File: src/rtl/mem_align_unit_pkg.sv
// Shared types for the memory alignment unit: funct3 size/sign codes and FSM states.
package mem_align_types;

  typedef enum logic [2:0] {
    F3_B    = 3'b000,
    F3_H    = 3'b001,
    F3_W    = 3'b010,
    F3_D    = 3'b011,
    F3_BU   = 3'b100,
    F3_HU   = 3'b101,
    F3_WU   = 3'b110,
    F3_RSVD = 3'b111
  } funct3_e;

  typedef enum logic [1:0] {
    S_IDLE,
    S_BEAT0,
    S_BEAT1,
    S_DONE
  } state_e;

  // Access size in bytes; funct3[2] only selects sign handling.
  function automatic logic [3:0] accessBytes(input logic [2:0] funct3);
    return 4'd1 << funct3[1:0];
  endfunction

endpackage

File: src/rtl/mem_align_unit_if.sv
// Request/response and memory-side bundle of the alignment unit; slave is the unit's view.
interface mem_align_unit_if #(
  parameter int DATA_W = 32,
  parameter int ADDR_W = 32
);
  logic                  req_valid;
  logic                  req_ready;
  logic                  req_write;
  logic [2:0]            req_funct3;
  logic [ADDR_W-1:0]     req_addr;
  logic [DATA_W-1:0]     req_wdata;
  logic                  resp_valid;
  logic [DATA_W-1:0]     resp_rdata;
  logic                  resp_err;
  logic                  mem_read;
  logic                  mem_write;
  logic [ADDR_W-1:0]     mem_address;
  logic [DATA_W-1:0]     mem_wdata;
  logic [DATA_W/8-1:0]   mem_byte_enable;
  logic [DATA_W-1:0]     mem_rdata;
  logic                  mem_resp;

  modport slave (
    input  req_valid, req_write, req_funct3, req_addr, req_wdata, mem_rdata, mem_resp,
    output req_ready, resp_valid, resp_rdata, resp_err,
           mem_read, mem_write, mem_address, mem_wdata, mem_byte_enable
  );

  modport master (
    output req_valid, req_write, req_funct3, req_addr, req_wdata, mem_rdata, mem_resp,
    input  req_ready, resp_valid, resp_rdata, resp_err,
           mem_read, mem_write, mem_address, mem_wdata, mem_byte_enable
  );
endinterface

File: src/rtl/mem_align_unit_lane_shift.sv
// mem_lane_shift: combinational lane steering for store data, byte enables,
// load-byte alignment per beat, and final sign/zero extension of the held load.
module mem_lane_shift
  import mem_align_types::*;
#(
  parameter  int DATA_W = 32,
  localparam int B      = DATA_W / 8,
  localparam int LB     = $clog2(B)
) (
  input  logic [2:0]        i_funct3,
  input  logic [LB-1:0]     i_off,
  input  logic              i_beat1,
  input  logic [DATA_W-1:0] i_wdata,
  input  logic [DATA_W-1:0] i_rdata,
  input  logic [DATA_W-1:0] i_hold,
  output logic [DATA_W-1:0] o_wdata,
  output logic [B-1:0]      o_byteEnable,
  output logic [DATA_W-1:0] o_rdataAligned,
  output logic [DATA_W-1:0] o_loadExt
);
  logic [3:0]      w_size;
  logic [2*B-1:0]  w_sizeMask;
  logic [2*B-1:0]  w_laneMask;
  logic [LB+3:0]   w_lowShift;
  logic [LB+3:0]   w_highShift;
  logic            w_signBit;

  assign w_size      = accessBytes(i_funct3);
  assign w_lowShift  = {1'b0, i_off, 3'b000};
  assign w_highShift = {(LB+1)'(B) - {1'b0, i_off}, 3'b000};

  always_comb begin
    w_sizeMask = '0;
    for (int i = 0; i < 2 * B; i++) begin
      w_sizeMask[i] = (i < int'(w_size));
    end
  end

  // The mask spans two words: low half lanes belong to beat 0, high half to beat 1.
  assign w_laneMask     = w_sizeMask << i_off;
  assign o_byteEnable   = i_beat1 ? w_laneMask[2*B-1:B] : w_laneMask[B-1:0];
  assign o_wdata        = i_beat1 ? (i_wdata >> w_highShift) : (i_wdata << w_lowShift);
  assign o_rdataAligned = i_beat1 ? (i_rdata << w_highShift) : (i_rdata >> w_lowShift);

  always_comb begin
    w_signBit = 1'b0;
    for (int i = 0; i < B; i++) begin
      if (i == int'(w_size) - 1) begin
        w_signBit = i_hold[8*i+7] & ~i_funct3[2];
      end
    end
  end

  always_comb begin
    o_loadExt = '0;
    for (int i = 0; i < B; i++) begin
      o_loadExt[8*i +: 8] = (i < int'(w_size)) ? i_hold[8*i +: 8] : {8{w_signBit}};
    end
  end

endmodule

File: src/rtl/mem_align_unit.sv
// mem_align_unit: turns byte-addressed RV loads/stores into aligned memory beats.
// Define MEM_ALIGN_SPLIT_EN to split word-crossing accesses into two beats; otherwise they error.
module mem_align_unit
  import mem_align_types::*;
#(
  parameter int DATA_W = 32,
  parameter int ADDR_W = 32
) (
  input logic clk,
  input logic rst,
  mem_align_unit_if.slave io_bus
);
  localparam int B  = DATA_W / 8;
  localparam int LB = $clog2(B);
`ifdef MEM_ALIGN_SPLIT_EN
  localparam bit SPLIT_EN = 1'b1;
`else
  localparam bit SPLIT_EN = 1'b0;
`endif

  state_e            r_state;
  state_e            w_nextState;
  logic              r_write;
  logic              r_err;
  funct3_e           r_funct3;
  logic [ADDR_W-1:0] r_addr;
  logic [DATA_W-1:0] r_wdata;
  logic [DATA_W-1:0] r_hold;

  funct3_e           w_reqF3;
  logic [LB-1:0]     w_reqOff;
  logic [4:0]        w_reqEnd;
  logic [4:0]        w_curEnd;
  logic              w_reqCross;
  logic              w_curCross;
  logic              w_reqIllegal;
  logic              w_accept;
  logic              w_beatDone;
  logic              w_beat1;
  logic [ADDR_W-1:0] w_base;
  logic [DATA_W-1:0] w_laneWdata;
  logic [DATA_W-1:0] w_rdataAligned;
  logic [DATA_W-1:0] w_loadExt;
  logic [B-1:0]      w_laneBe;

  assign w_reqF3    = funct3_e'(io_bus.req_funct3);
  assign w_reqOff   = io_bus.req_addr[LB-1:0];
  assign w_reqEnd   = 5'(w_reqOff) + 5'(accessBytes(io_bus.req_funct3));
  assign w_reqCross = w_reqEnd > 5'(B);
  assign w_curEnd   = 5'(r_addr[LB-1:0]) + 5'(accessBytes(r_funct3));
  assign w_curCross = w_curEnd > 5'(B);

  always_comb begin
    w_reqIllegal = 1'b0;
    if (w_reqF3 == F3_RSVD) w_reqIllegal = 1'b1;
    if ((DATA_W == 32) && ((w_reqF3 == F3_D) || (w_reqF3 == F3_WU))) w_reqIllegal = 1'b1;
    if (io_bus.req_write && io_bus.req_funct3[2]) w_reqIllegal = 1'b1;
    if (w_reqCross && !SPLIT_EN) w_reqIllegal = 1'b1;
  end

  assign w_accept   = (r_state == S_IDLE) && rst && io_bus.req_valid;
  assign w_beatDone = ((r_state == S_BEAT0) || (r_state == S_BEAT1)) && io_bus.mem_resp;
  assign w_beat1    = (r_state == S_BEAT1);
  assign w_base     = {r_addr[ADDR_W-1:LB], {LB{1'b0}}};

  mem_lane_shift #(.DATA_W(DATA_W)) u_laneShift (
    .i_funct3      (r_funct3),
    .i_off         (r_addr[LB-1:0]),
    .i_beat1       (w_beat1),
    .i_wdata       (r_wdata),
    .i_rdata       (io_bus.mem_rdata),
    .i_hold        (r_hold),
    .o_wdata       (w_laneWdata),
    .o_byteEnable  (w_laneBe),
    .o_rdataAligned(w_rdataAligned),
    .o_loadExt     (w_loadExt)
  );

  // Load bytes arrive right-justified from beat 0 and are OR-ed above them from beat 1.
  always_ff @(posedge clk) begin
    if (!rst) begin
      r_state  <= S_IDLE;
      r_write  <= 1'b0;
      r_err    <= 1'b0;
      r_funct3 <= F3_B;
      r_addr   <= '0;
      r_wdata  <= '0;
      r_hold   <= '0;
    end else begin
      r_state <= w_nextState;
      if (w_accept) begin
        r_write  <= io_bus.req_write;
        r_err    <= w_reqIllegal;
        r_funct3 <= w_reqF3;
        r_addr   <= io_bus.req_addr;
        r_wdata  <= io_bus.req_wdata;
        r_hold   <= '0;
      end else if (w_beatDone) begin
        r_hold <= w_beat1 ? (r_hold | w_rdataAligned) : w_rdataAligned;
      end
    end
  end

  always_comb begin
    w_nextState            = r_state;
    io_bus.req_ready       = 1'b0;
    io_bus.resp_valid      = 1'b0;
    io_bus.resp_err        = 1'b0;
    io_bus.resp_rdata      = '0;
    io_bus.mem_read        = 1'b0;
    io_bus.mem_write       = 1'b0;
    io_bus.mem_address     = '0;
    io_bus.mem_wdata       = '0;
    io_bus.mem_byte_enable = '0;
    case (r_state)
      S_IDLE: begin
        io_bus.req_ready = rst;
        if (rst && io_bus.req_valid) begin
          w_nextState = w_reqIllegal ? S_DONE : S_BEAT0;
        end
      end
      S_BEAT0, S_BEAT1: begin
        io_bus.mem_read        = ~r_write;
        io_bus.mem_write       = r_write;
        io_bus.mem_address     = w_beat1 ? (w_base + ADDR_W'(B)) : w_base;
        io_bus.mem_wdata       = w_laneWdata;
        io_bus.mem_byte_enable = w_laneBe;
        if (io_bus.mem_resp) begin
          w_nextState = (!w_beat1 && w_curCross) ? S_BEAT1 : S_DONE;
        end
      end
      S_DONE: begin
        io_bus.resp_valid = 1'b1;
        io_bus.resp_err   = r_err;
        io_bus.resp_rdata = (r_write || r_err) ? '0 : w_loadExt;
        w_nextState       = S_IDLE;
      end
      default: w_nextState = S_IDLE;
    endcase
  end

endmodule

File: src/flat_wrapper.sv
// flat-port wrapper written by rule: the top's interface ports become plain ports
module mem_align_unit_flat import mem_align_types::*;
#(
  parameter int DATA_W = 32,
  parameter int ADDR_W = 32
)
  (clk, rst, io_bus_req_valid, io_bus_req_write, io_bus_req_funct3, io_bus_req_addr, io_bus_req_wdata, io_bus_mem_rdata, io_bus_mem_resp, io_bus_req_ready, io_bus_resp_valid, io_bus_resp_rdata, io_bus_resp_err, io_bus_mem_read, io_bus_mem_write, io_bus_mem_address, io_bus_mem_wdata, io_bus_mem_byte_enable);
  mem_align_unit_if #(.DATA_W(DATA_W), .ADDR_W(ADDR_W)) io_bus_i ();
  input logic clk;
  input logic rst;
  input wire logic [$bits(io_bus_i.req_valid)-1:0] io_bus_req_valid;
  input wire logic [$bits(io_bus_i.req_write)-1:0] io_bus_req_write;
  input wire logic [$bits(io_bus_i.req_funct3)-1:0] io_bus_req_funct3;
  input wire logic [$bits(io_bus_i.req_addr)-1:0] io_bus_req_addr;
  input wire logic [$bits(io_bus_i.req_wdata)-1:0] io_bus_req_wdata;
  input wire logic [$bits(io_bus_i.mem_rdata)-1:0] io_bus_mem_rdata;
  input wire logic [$bits(io_bus_i.mem_resp)-1:0] io_bus_mem_resp;
  output wire logic [$bits(io_bus_i.req_ready)-1:0] io_bus_req_ready;
  output wire logic [$bits(io_bus_i.resp_valid)-1:0] io_bus_resp_valid;
  output wire logic [$bits(io_bus_i.resp_rdata)-1:0] io_bus_resp_rdata;
  output wire logic [$bits(io_bus_i.resp_err)-1:0] io_bus_resp_err;
  output wire logic [$bits(io_bus_i.mem_read)-1:0] io_bus_mem_read;
  output wire logic [$bits(io_bus_i.mem_write)-1:0] io_bus_mem_write;
  output wire logic [$bits(io_bus_i.mem_address)-1:0] io_bus_mem_address;
  output wire logic [$bits(io_bus_i.mem_wdata)-1:0] io_bus_mem_wdata;
  output wire logic [$bits(io_bus_i.mem_byte_enable)-1:0] io_bus_mem_byte_enable;
  assign io_bus_i.req_valid = io_bus_req_valid;
  assign io_bus_i.req_write = io_bus_req_write;
  assign io_bus_i.req_funct3 = io_bus_req_funct3;
  assign io_bus_i.req_addr = io_bus_req_addr;
  assign io_bus_i.req_wdata = io_bus_req_wdata;
  assign io_bus_i.mem_rdata = io_bus_mem_rdata;
  assign io_bus_i.mem_resp = io_bus_mem_resp;
  assign io_bus_req_ready = io_bus_i.req_ready;
  assign io_bus_resp_valid = io_bus_i.resp_valid;
  assign io_bus_resp_rdata = io_bus_i.resp_rdata;
  assign io_bus_resp_err = io_bus_i.resp_err;
  assign io_bus_mem_read = io_bus_i.mem_read;
  assign io_bus_mem_write = io_bus_i.mem_write;
  assign io_bus_mem_address = io_bus_i.mem_address;
  assign io_bus_mem_wdata = io_bus_i.mem_wdata;
  assign io_bus_mem_byte_enable = io_bus_i.mem_byte_enable;
  mem_align_unit #(.DATA_W(DATA_W), .ADDR_W(ADDR_W)) u_core (.clk(clk), .rst(rst), .io_bus(io_bus_i));
endmodule
File: config.mk
export PLATFORM = sky130hd
export DESIGN_NAME = mem_align_unit_flat
export DESIGN_NICKNAME = d
export VERILOG_FILES = /design/src/rtl/mem_align_unit_pkg.sv /design/src/rtl/mem_align_unit_if.sv /design/src/rtl/mem_align_unit_lane_shift.sv /design/src/rtl/mem_align_unit.sv /design/src/flat_wrapper.sv
export SDC_FILE = /design/constraint.sdc
export NUM_CORES = 1
export LEC_CHECK = 0
export ABC_AREA = 0
export ABC_CLOCK_PERIOD_IN_PS = 3800
export CAP_MARGIN = 20
export CORE_MARGIN = 10
export CORE_UTILIZATION = 49
export CTS_CLUSTER_DIAMETER = 100
export DETAILED_ROUTE_END_ITERATION = 12
export PLACE_DENSITY = 0.81
export SETUP_SLACK_MARGIN = 0.2
export SLEW_MARGIN = 0
export SYNTH_ARGS = -nofsm -noshare
export SYNTH_HDL_FRONTEND = slang
export SYNTH_SLANG_ARGS = --single-unit
File: constraint.sdc
create_clock -name clk -period 3.8 [get_ports clk]
set_clock_uncertainty 0.2 [all_clocks]
set_input_delay 0.76 -clock clk [delete_from_list [all_inputs] [get_ports clk]]
set_output_delay 0.76 -clock clk [all_outputs]
set_load 0.01 [all_outputs]
==> qor.yml <==
drt-total-wl_um: 26000
worstSetupStartpointType: "flip-flop"
place.gp.congestion: 0.889
clkLatencyLatePin_ns: 0.36
vias: 8211
grt_setup_unrepaired: "yes"
syn_area_sq_um: 7300
hold_violations: 0
layout-drive-gt1-share_pct: 10.1
drv_slew: 0
antenna_found_initial: 1
ff_latch_area_sq_um: 2080
multiInputGateArea_sq_um: 4930
reg2reg_slack_ns: 1.02
boundaryPins: 209
wl_per_cell_um: 18.9
clockRootBuffer: "clkbuf_16"
drc_errors: 0
syn_inst: 1023
fmax_mhz: 277
dp_hpwl_um: 18700
clock_path_buffers: 2
final.setup.tns_ns: 0
synthToLayoutAreaGrowth_pct: 37.3
holdBufCountCts: 0
grt_use_total_pct: 24.2
synth.avg_cell_area_sq_um: 7.14
min_period_over_period_pct: 95.0
drtPass1Iterations: 5
tightest_slew_ns: 0.768
power.total_uw: 5380
finalCriticalPeriod_ns: 3.61
nets: 1303
initial_core_util_pct: 50.1
ys_top_cells_by_area: "dfxtp_1 (28%), mux2i_1 (9.9%), nand2_1 (9.8%), o21ai_0 (6.1%), a21oi_1 (6.0%)"
htree_levels: 3
synth_top_cells_by_count: "nand2_1 (191), dfxtp_1 (103), o21ai_0 (89)"
min_path_cells: 2
grt-ovfl-total: 0
ys_seq_area_share_pct: 28.2
ys_async_sr_fraction_pct: 0
cp_data_required_time_ns: 2.84
p_per_area_nw_per_um2: 536
hp-class: "flip-flop to flip-flop"
grt_pass1_wl_um: 40200
synth_warnings: 0
yosysMostFrequentCell: "nand2_1"
die_h_um: 142
synthFlopType: "dfxtp_1"
critPathKind: "flip-flop to output port"
drv_cap: 0
cp-end-kind: "output port"
io_buffers: 206
cts.sinks: 103
die_area_sq_um: 20200
irDropWorstVdd_v: 0.000340
synth-seq-cells: 103
rows: 44
outcome: "finished, final reports clean"
viasPerCell: 5.96
grt_pass1_vias: 7671
finalSetupViolCount: 0
yosysTopAreaCell: "dfxtp_1"
cts_tree: "done"
design.core.area_sq_um: 14600
leakage_uw: 0.00358
path_max_fanout: 6
fill_cells: 1223
synth_top_area_share_pct: 28.2
synthDistinctLibCells: 62
die_width_um: 142
grt_max_degree: 83
critPathArrivalTime_ns: 2.65
r2r_cells: 8
slew_headroom_pct: 48.8
synth-edff-count: 0
cts_buffers: 9
drt-initial-drc-count: 820
postRouteAntennaNets: 0
clk_pin_slew_ns: 0.08
-- where the power goes --
part           switching, uW  internal, uW  total, uW
clock network            440           532        972
registers                246          1330       1580
logic                   1620          1200       2830
-- layer usage --
metal	global-route usage, %	share of wire [%]	vias up	routed length, um
li1	-	-	3969	-
met1	29.6	41	3827	10600
met2	39.0	47	370	12300
met3	8.85	9.8	45	2560
met4	6.51	2.2	0	585
met5	0	0	-	0
-- state kept, by name (all words and copies together) (netlist names) --
signal,flops
u_core.r_addr,32
u_core.r_write,1
u_core.r_funct3,3
u_core.r_hold,32
u_core.r_err,1
u_core.r_wdata,32
u_core.r_state,2
-- kinds of logic (layout without fill, tap and decap cells) --
logic type | Yosys count | in the layout | share of synthesized area (%)
XOR/XNOR | 11 | 11 | 1.32
adder cells (fa/ha/maj) | 11 | 11 | 1.99
other | 1 | 3 | 0.0513
AND/OR/NAND/NOR | 391 | 392 | 24.5
multiplexers | 89 | 89 | 12.5
flip-flops | 103 | 103 | 28.2
buffers and inverters | 122 | 290 | 6.73
AO/OA/AOI/OAI | 295 | 295 | 24.7
-- layout make-up --
| cell class | instances | share of cell area (%) |
|---|---|---|
| well taps | 184 | 2.30 |
| flip-flops and latches | 103 | 20.7 |
| inverters | 31 | 1.16 |
| repair buffers | 243 | 23.6 |
| multi-input cells | 800 | 49.1 |
| clock buffers | 10 | 2.38 |
| diodes | 1 | 0.0250 |
| clock inverters | 6 | 0.661 |
-- cell usage in the layout, fill, tap and decap left out, drive strengths merged, types with 10 or more instances in the layout --
cell type      count
nand2            191
clkdlybuf4s50    185
dfxtp            103
o21ai             90
a21oi             87
mux2i             72
nor3              61
nor2              52
a211oi            40
buf               39
inv               32
mux2              17
and2              15
nand2b            13
nand3             13
dlymetal6s2s      11
clkbuf            11
o22ai             10
ha                10
-- critical path, stage by stage (launching register included) --
cell and delay [ns]:
dfxtp_1 0.34, inv_2 0.09, ha_4 0.17, nand3_2 0.10, or4_2 0.71, buf_4 0.17
or4_1 0.40, a21oi_1 0.16, clkbuf_2 0.15
-- repair_timing --
| action | 4_1_cts | 5_1_grt |
|---|---|---|
| buffers inserted | 4 | 5 |
| setup endpoints to repair | 67 | 69 |
| cloned | 0 | 1 |
| pin swaps | 1 | 2 |
| gates resized for setup | 31 | 39 |
-- worst paths after layout --
check | startpoint | end
setup / recovery | u_core.r_state[0] | io_bus_mem_address[18]
hold / removal | u_core.r_funct3[2] | u_core.r_funct3[2]
setup reg to reg | u_core.r_addr[0] | u_core.r_hold[0]
hold reg to reg | u_core.r_funct3[2] | u_core.r_funct3[2]
-- stage by stage --
stage          std cells  setup WS [ns]  hold WS, ns  utilization [%]  instance area (sq um)
6_report            1378          0.189        0.278             68.7                  10000
5_1_grt             1378         0.0814        0.313             68.7                  10000
4_1_cts             1371          0.137        0.281             67.6                   9870
3_5_place_dp        1351          0.206        0.273             64.8                   9460
3_3_place_gp        1351          0.255        0.260             64.8                   9460
2_1_floorplan       1024          0.229        0.244                -                   7310
No activity file was read; power rests on OpenSTA's default activity.
